**src/rtl/arb_pkg.sv**
```systemverilog
// Shared types and default sizing for the round-robin grant controller.
package arb_pkg;

  localparam int STATE_W = 2;
  localparam int N_DEF   = 8;
  localparam int LW_DEF  = 4;
  localparam int CW_DEF  = 16;

  typedef enum logic [STATE_W-1:0] {
    IDLE  = 2'd0,
    GRANT = 2'd1,
    BUSY  = 2'd2
  } state_e;

endpackage

```
**src/rtl/arb_grant_ctrl_onehot_next.sv**
```systemverilog
// Maps a requester index to the one-hot position of the next requester (wraps N-1 -> 0).
module onehot_next #(
  parameter int N = 8
) (
  input  logic [$clog2(N)-1:0] idx,
  output logic [N-1:0]         onehot
);

  localparam int IW = $clog2(N);

  // NOTE: every always_comb output gets a default first so no path leaves it
  // unassigned; an unassigned path would infer a latch.
  always_comb begin
    onehot = '0;
    for (int i = 0; i < N; i++) begin
      if (IW'(i) == idx) onehot[(i + 1) % N] = 1'b1;
    end
  end

endmodule

```
**src/rtl/arb_grant_ctrl.sv**
```systemverilog
// Upstream responder for a one-hot-priority arbiter chain: grants the resource for a
// programmable length, latches the winner, then rotates priority past it.
module arb_grant_ctrl
  import arb_pkg::*;
#(
  parameter int N  = N_DEF,
  parameter int LW = LW_DEF,
  parameter int CW = CW_DEF
) (
  input  logic                 clk,
  input  logic                 rstn,
  input  logic                 enable,
  input  logic                 req,
  input  logic [N-1:0]         grant_vec,
  input  logic [LW-1:0]        len,
  output logic                 ack,
  output logic [N-1:0]         prio,
  output logic [$clog2(N)-1:0] owner,
  output logic                 busy,
  output logic                 done,
  output logic [CW-1:0]        grant_count,
  output logic                 err
);

  localparam int IW = $clog2(N);

  state_e        state;
  logic [LW-1:0] len_cnt;
  logic [IW-1:0] low_idx;
  logic          multi_hot;
  logic [N-1:0]  prio_next;

  // Lowest set bit wins when the chain reports more than one acknowledge.
  always_comb begin
    low_idx = '0;
    for (int i = N - 1; i >= 0; i--) begin
      if (grant_vec[i]) low_idx = IW'(i);
    end
  end

  assign multi_hot = |(grant_vec & (grant_vec - N'(1)));

  onehot_next #(.N(N)) u_onehot_next (
    .idx    (owner),
    .onehot (prio_next)
  );

  // NOTE: all state uses non-blocking assignments so every register samples
  // pre-edge values, independent of statement order.
  always_ff @(posedge clk) begin
    if (!rstn) begin
      state       <= IDLE;
      ack         <= 1'b0;
      prio        <= N'(1);
      owner       <= '0;
      busy        <= 1'b0;
      done        <= 1'b0;
      grant_count <= '0;
      err         <= 1'b0;
      len_cnt     <= '0;
    end else begin
      case (state)
        IDLE: begin
          if (enable && req) begin
            state <= GRANT;
            ack   <= 1'b1;
          end
        end

        GRANT: begin
          ack <= 1'b0;
          if (grant_vec == '0) begin
            state <= IDLE;
          end else begin
            owner   <= low_idx;
            len_cnt <= (len == '0) ? LW'(1) : len;
            busy    <= 1'b1;
            done    <= (len <= LW'(1));
            state   <= BUSY;
            if (multi_hot) err <= 1'b1;
          end
        end

        BUSY: begin
          if (len_cnt == LW'(1)) begin
            busy  <= 1'b0;
            done  <= 1'b0;
            prio  <= prio_next;
            state <= IDLE;
            if (~&grant_count) grant_count <= grant_count + CW'(1);
          end else begin
            len_cnt <= len_cnt - LW'(1);
            // done is registered, so raise it one cycle ahead of the final count.
            done    <= (len_cnt == LW'(2));
          end
        end

        default: state <= IDLE;
      endcase
    end
  end

endmodule

```
**config.mk**
```make
export PLATFORM = sky130hd
export DESIGN_NAME = arb_grant_ctrl
export DESIGN_NICKNAME = d
export VERILOG_FILES = /design/src/rtl/arb_pkg.sv /design/src/rtl/arb_grant_ctrl_onehot_next.sv /design/src/rtl/arb_grant_ctrl.sv
export SDC_FILE = /design/constraint.sdc
export NUM_CORES = 1
export LEC_CHECK = 0
export CAP_MARGIN = 40
export CORE_MARGIN = 2
export CORE_UTILIZATION = 45
export CTS_BUF_LIST = sky130_fd_sc_hd__clkbuf_8 sky130_fd_sc_hd__clkbuf_16
export DETAILED_ROUTE_END_ITERATION = 16
export GPL_ROUTABILITY_DRIVEN = 0
export HOLD_SLACK_MARGIN = 0.08
export PLACE_DENSITY = 0.74
export SKIP_LAST_GASP = 1
export SLEW_MARGIN = 20
export SYNTH_ARGS = -nofsm -noshare
export SYNTH_HDL_FRONTEND = slang
export SYNTH_SLANG_ARGS = --single-unit
```
**constraint.sdc**
```tcl
create_clock -name clk -period 6.1 [get_ports clk]
set_input_delay 0.915 -clock clk [delete_from_list [all_inputs] [get_ports clk]]
set_output_delay 0.915 -clock clk [all_outputs]
set_load 0.05 [all_outputs]
```
Word level (Yosys, flattened, before mapping)

Index checks and enable logic that the tools add are counted.

Flip-flop bits (word level): 37
Input port bits: 16
Word-level logic and storage cells: 81
Output and inout bits: 31

Bitwise operators: 3
Add/sub/neg operators: 3
$lt $le $gt $ge: 1
Reduce and logical (&&, ||, !) cells: 18
Muxes and demuxes: 32
Equal/unequal tests: 15

Operator list:

| cell                  | count |
|---|---|
| $mux 3                | 8 |
| $add 16x1->16 const B | 1 |
| $reduce_and 16->1     | 1 |
| $mux 1                | 13 |
| $eq 3x3->1 const A    | 4 |
| $mux 4                | 3 |
| $reduce_and 3->1      | 4 |
| $reduce_and 2->1      | 5 |
| $and 8x8->8           | 1 |
| $logic_not 8->1       | 1 |
| $ne 2x2->1 const B    | 4 |
| $pmux 4 s2            | 1 |
| $reduce_or 8->1       | 1 |
| $sub 8x1->8 const B   | 1 |
| $eq 2x3->1 const A    | 2 |
| $mux 2                | 3 |
| $pmux 1 s2            | 3 |
| $pmux 2 s3            | 1 |
| $eq 4x1->1 const B    | 1 |
| $eq 4x2->1 const B    | 1 |
| $le 4x1->1 const B    | 1 |
| $logic_not 4->1       | 1 |
| $reduce_bool 2->1     | 2 |
| $sub 4x1->4 const B   | 1 |
| 7 further kinds       | 8 |

Longest topological paths before layout

Word-level depth: 8
Mapped depth: 8
Gate-level depth less buffers: 6

Modules after synthesis

A second synthesis with hierarchy kept.

Cells, all modules: 219
Area total of the unflattened synthesis: 1828.0 um2

Modules (own cells, without submodules):

| module         | seq. area each (um2) | cells each | area an instance (um2) | instances |
|---|---|---|---|---|
| arb_grant_ctrl | 740.7                | 211        | 1762.9                 | 1 |
| onehot_next    | 0.0                  | 8          | 65.1                   | 1 |

Worst setup path after synthesis

Ideal clock, no wire load.

Path kind: register -> register
Start point: register grant_count[0]
End point: register grant_count[4]
Path buffers: 1
Data required time: 5.999 ns
Arrival time: 2.294 ns
Period minus slack after synthesis: 2.395 ns
Slack: 3.705 ns
Library setup time: 0.101 ns
Stages on the path, launching flop included: 7
Path through: dfxtp_1 -> ha_1 -> nand3_1 -> nor4_1 -> buf_2 -> o311ai_0 -> o41ai_1

Word-level cells in the longest chain between the ends: 3
Elaborated cells on any way between the ends: 4
Classes of those cells: 1 x add/sub; 1 x bitwise; 2 x reduce/logical

RTL lines:

| item                                                  | RTL line             | text |
|---|---|---|
| start, declared                                       | arb_grant_ctrl.sv:21 | `output logic [CW-1:0] grant_count,` |
| start signal, assigned                                | arb_grant_ctrl.sv:90 | `if (~&grant_count) grant_count <= grant_count + CW'(1);` |
| branches (longest 3 deep; another with $add 16x1->16) | -                    |  |

Parallel ways; which one is timed is not known.
A chain may end at the register's enable or synchronous reset.

Worst setup path after layout

Start point: input grant_vec[4]
End point: register len_cnt[0]

Word-level cells in the longest chain between the ends: 3

RTL lines:

| item                              | RTL line             | text |
|---|---|---|
| start, declared                   | arb_grant_ctrl.sv:14 | `input logic [N-1:0] grant_vec,` |
| $logic_not 8->1                   | arb_grant_ctrl.sv:72 | `if (grant_vec == '0) begin` |
| $ne 2x2->1 (no source line)       | -                    |  |
| $reduce_and 3->1 (no source line) | -                    |  |
| end signal, assigned              | arb_grant_ctrl.sv:76 | `len_cnt <= (len == '0) ? LW'(1) : len;` |
| end signal, assigned              | arb_grant_ctrl.sv:92 | `len_cnt <= len_cnt - LW'(1);` |
| end, declared                     | arb_grant_ctrl.sv:28 | `logic [LW-1:0] len_cnt;` |

Every way passes these cells.

==> flow_results.xml <==
<?xml version="1.0" encoding="UTF-8"?>
<metrics>
  <group name="setup_path">
    <metric name="setup.worst_path.start_class" unit="">primary input</metric>
    <metric name="worst_path_largest_cell_delay" unit="ns">0.59</metric>
    <metric name="cp.required" unit="ns">6.29</metric>
    <metric name="criticalPathCategory" unit="">in -&gt; reg</metric>
    <metric name="end_kind" unit="">flop</metric>
    <metric name="critical-path-slowest-cell" unit="">sky130_fd_sc_hd__or4_1</metric>
    <metric name="timing.critical_path.arrival" unit="ns">2.87</metric>
    <metric name="crit_path_max_fanout" unit="">8</metric>
    <metric name="timing.critical_path.cells" unit="">clkdlybuf4s50_1 &gt; or4_1 &gt; o21ai_1 &gt; a21oi_1 &gt; o221a_2</metric>
  </group>
  <group name="yosys">
    <metric name="syn_nets" unit="">244</metric>
    <metric name="synth_warnings" unit="">0</metric>
    <metric name="synth-async-reset-ratio" unit="%">0</metric>
    <metric name="synth.cell_area" unit="sq um">1860</metric>
    <metric name="yosysUniqueCellTypes" unit="">47</metric>
    <metric name="yosysTopAreaCell" unit="">sky130_fd_sc_hd__dfxtp_1</metric>
    <metric name="average_footprint_of_a_synthesized_cell" unit="sq um">8.31</metric>
    <metric name="synth-seq-cells" unit="">37</metric>
    <metric name="ys_dominant_reg_cell" unit="">sky130_fd_sc_hd__dfxtp_1</metric>
    <metric name="postSynthCellCount" unit="">224</metric>
    <metric name="post-synth-top-area-fraction" unit="%">39.8</metric>
    <metric name="synth_enable_flop_cells" unit="">0</metric>
    <metric name="synth_area_leaders" unit="">sky130_fd_sc_hd__dfxtp_1, sky130_fd_sc_hd__a21oi_1, sky130_fd_sc_hd__nand2_1</metric>
    <metric name="synth_sequential_area_ratio" unit="%">39.8</metric>
  </group>
  <group name="global_routing">
    <metric name="gr-total-overflow" unit="">0</metric>
    <metric name="wire_length_of_the_first_global_routing_pass" unit="um">7490</metric>
    <metric name="grt_max_degree" unit="">24</metric>
    <metric name="globalRouteTotalUtil" unit="%">21.3</metric>
    <metric name="first_global_vias" unit="">1639</metric>
    <metric name="antenna_found_initial" unit="">0</metric>
  </group>
  <group name="power">
    <metric name="p_sw" unit="mW">0.124</metric>
    <metric name="fraction_of_power_spent_switching_nets" unit="%">23.6</metric>
    <metric name="p_clk_share" unit="%">41.5</metric>
    <metric name="power.combinational.fraction" unit="%">10.8</metric>
    <metric name="intPower" unit="mW">0.403</metric>
    <metric name="p_total" unit="mW">0.527</metric>
    <metric name="pwr_density_cell" unit="nW/um^2">212</metric>
    <metric name="power.sequential.fraction" unit="%">47.8</metric>
    <metric name="p_leak" unit="nW">0.804</metric>
    <metric name="vdd.ir_drop.worst" unit="mV">0.132</metric>
  </group>
  <group name="sta">
    <metric name="max_slew.worst_pin.slew" unit="ns">0.722</metric>
    <metric name="unrepaired_setup_endpoints_after_global_routing" unit="">false</metric>
    <metric name="post-route-period-util" unit="%">44.0</metric>
    <metric name="hold_violations" unit="">0</metric>
    <metric name="timing.fmax" unit="MHz">373</metric>
    <metric name="finalWorstPathRequiredPeriod" unit="ns">2.68</metric>
    <metric name="setup_viol" unit="">0</metric>
    <metric name="final.setup_skew" unit="ns">0.00570</metric>
    <metric name="slew_headroom" unit="%">51.4</metric>
    <metric name="fin_setup_tns" unit="ns">0</metric>
    <metric name="final_max_slew_viol_count" unit="">0</metric>
  </group>
  <group name="flow_run">
    <metric name="maxCapViolCount" unit="">0</metric>
  </group>
  <group name="layout">
    <metric name="finalInstanceArea" unit="sq um">2480</metric>
    <metric name="area.growth.synth_to_final" unit="%">33.3</metric>
    <metric name="drive_gt1_share" unit="%">6.67</metric>
    <metric name="diodes" unit="">0</metric>
    <metric name="final-instance-count-excl-fill" unit="">320</metric>
    <metric name="layout.nets" unit="">289</metric>
    <metric name="layout_commonest_cell" unit="">sky130_fd_sc_hd__clkdlybuf4s50_1</metric>
    <metric name="mostFrequentLayoutCells" unit="">sky130_fd_sc_hd__clkdlybuf4s50_1, sky130_fd_sc_hd__dfxtp_1, sky130_fd_sc_hd__a21oi_1</metric>
  </group>
  <group name="clocking">
    <metric name="clock_tree.buffer_depth" unit="">2</metric>
    <metric name="post_cts_hold_buffer_count" unit="">0</metric>
    <metric name="tritoncts_clock_tree" unit="">built</metric>
    <metric name="cts_repair_resize_count" unit="">0</metric>
    <metric name="clkTransAtPathRegs" unit="ns">0.07</metric>
    <metric name="clock_tree.htree_level_count" unit="">2</metric>
    <metric name="worst_skew_pair.late_latency" unit="ns">0.29</metric>
    <metric name="cts_root_buf" unit="">sky130_fd_sc_hd__clkbuf_8</metric>
    <metric name="tritoncts.num_buffers" unit="">5</metric>
    <metric name="clock_sink_count" unit="">37</metric>
    <metric name="post_cts.repair.setup_buffers" unit="">0</metric>
  </group>
  <group name="die">
    <metric name="start_util" unit="%">46.5</metric>
    <metric name="floorplan.die_area" unit="sq um">4670</metric>
    <metric name="chipWidth" unit="um">68.3</metric>
    <metric name="die_h" unit="um">68.3</metric>
    <metric name="placement_rows" unit="">23</metric>
    <metric name="area_inside_the_core_boundary" unit="sq um">4000</metric>
    <metric name="io-pin-count" unit="">47</metric>
  </group>
  <group name="route">
    <metric name="wl_per_cell" unit="um">13.7</metric>
    <metric name="drt-initial-drc-count" unit="">119</metric>
    <metric name="drtAntennaViolNets" unit="">0</metric>
    <metric name="drt-vias-per-instance" unit="">5.78</metric>
    <metric name="detailedRoute.firstPassIterationCount" unit="">4</metric>
    <metric name="post-route-drc-count" unit="">0</metric>
    <metric name="via_count" unit="">1850</metric>
    <metric name="routed_wl" unit="um">4390</metric>
  </group>
  <group name="place">
    <metric name="io_buffer_count" unit="">46</metric>
    <metric name="placed_cells" unit="">312</metric>
    <metric name="detailed_place.area" unit="sq um">2370</metric>
    <metric name="place_hpwl" unit="um">3150</metric>
  </group>
  <group name="hold_path">
    <metric name="holdCritPathClass" unit="">reg -&gt; reg</metric>
  </group>
  <group name="outcome">
    <metric name="status" unit="">finished, final reports clean</metric>
  </group>
</metrics>
[registers in the layout, summed over array words and instances (netlist names)]
name and flops:
ack 1, busy 1, done 1, err 1, grant_count 16, len_cnt 4
owner 3, prio 8, state 2
[cells in the mapped netlist (2+ instances only)]
master / number
sky130_fd_sc_hd__a21oi_1: 30
sky130_fd_sc_hd__and3_1: 3
sky130_fd_sc_hd__buf_2: 2
sky130_fd_sc_hd__clkbuf_1: 7
sky130_fd_sc_hd__dfxtp_1: 37
sky130_fd_sc_hd__ha_1: 4
sky130_fd_sc_hd__inv_1: 6
sky130_fd_sc_hd__maj3_1: 2
sky130_fd_sc_hd__nand2_1: 26
sky130_fd_sc_hd__nand2b_1: 3
sky130_fd_sc_hd__nand3_1: 5
sky130_fd_sc_hd__nand3b_1: 2
sky130_fd_sc_hd__nand4_1: 7
sky130_fd_sc_hd__nand4b_1: 3
sky130_fd_sc_hd__nor2_1: 13
sky130_fd_sc_hd__nor2b_1: 2
sky130_fd_sc_hd__nor3_1: 8
sky130_fd_sc_hd__nor3b_1: 2
sky130_fd_sc_hd__nor4_1: 4
sky130_fd_sc_hd__o21a_1: 2
sky130_fd_sc_hd__o21ai_0: 7
sky130_fd_sc_hd__o311ai_0: 4
sky130_fd_sc_hd__o31ai_1: 8
sky130_fd_sc_hd__o32ai_1: 2
sky130_fd_sc_hd__o41ai_1: 2
sky130_fd_sc_hd__or3_1: 2
sky130_fd_sc_hd__or3_2: 2
sky130_fd_sc_hd__or4_1: 9
sky130_fd_sc_hd__or4b_2: 2
[power by group through the flow]
stage | Clock [mW] | Sequential [mW] | Combinational, mW
6_report | 0.219 | 0.252 | 0.0568
5_1_grt | 0.234 | 0.253 | 0.0623
4_1_cts | 0.223 | 0.252 | 0.0570
3_5_place_dp | 0 | 0.257 | 0.0568
3_3_place_gp | 0 | 0.257 | 0.0556
2_1_floorplan | 0 | 0.264 | 0.0252
[metrics by stage]
stage	setup WS [ns]	hold WS, ns	util (%)
after global routing	3.30	0.471	62.1
after CTS	3.43	0.460	62.1
after detailed placement	3.12	0.448	59.1
after global placement	3.15	0.444	58.8
final	3.42	0.457	62.1
after floorplan	3.70	0.426	-
[final cells by class]
class / count / area, sq um
Clock buffer: 6 / 82.6
Clock inverter: 2 / 33.8
Tap cell: 50 / 62.6
Multi-Input combinational cell: 171 / 1060
Inverter: 6 / 22.5
Sequential cell: 37 / 741
Timing Repair Buffer: 48 / 483
Fill cell: 373 / 1520
[kinds of logic (layout without fill, tap and decap cells)]
family	Yosys count	after routing	share of synthesized area [%]
compound gates	67	67	23.1
fa+ha+maj	6	6	3.76
flops	37	37	39.8
buf+inv	16	62	3.76
mux	1	1	0.538
simple gates	97	97	29.1
[worst max-delay path: cells and delay by family]
| family | cells | cell delay (ns) |
|---|---|---|
| AND/OR/NAND/NOR | 1 | 0.59 |
| AO/OA/AOI/OAI | 3 | 0.88 |
| buffers and inverters | 1 | 0.48 |
[layer usage]
metal / global-route usage [%] / vias to the layer above / wire [um]
li1: - / 950 / -
met1: 27.9 / 841 / 2080
met2: 33.5 / 54 / 2040
met3: 5.43 / 5 / 210
met4: 8.25 / 0 / 63
met5: 0 / - / 0
[path summary, 6_finish.rpt]
path	startpoint	to	slack, ns	cells past startpoint
max	grant_vec[4]	len_cnt[0]	3.42	5
min	prio[1]	prio[1]	0.46	2
max reg2reg	state[1]	prio[3]	3.79	4
min reg2reg	prio[1]	prio[1]	0.46	2
(Power assumes the default switching activity.)
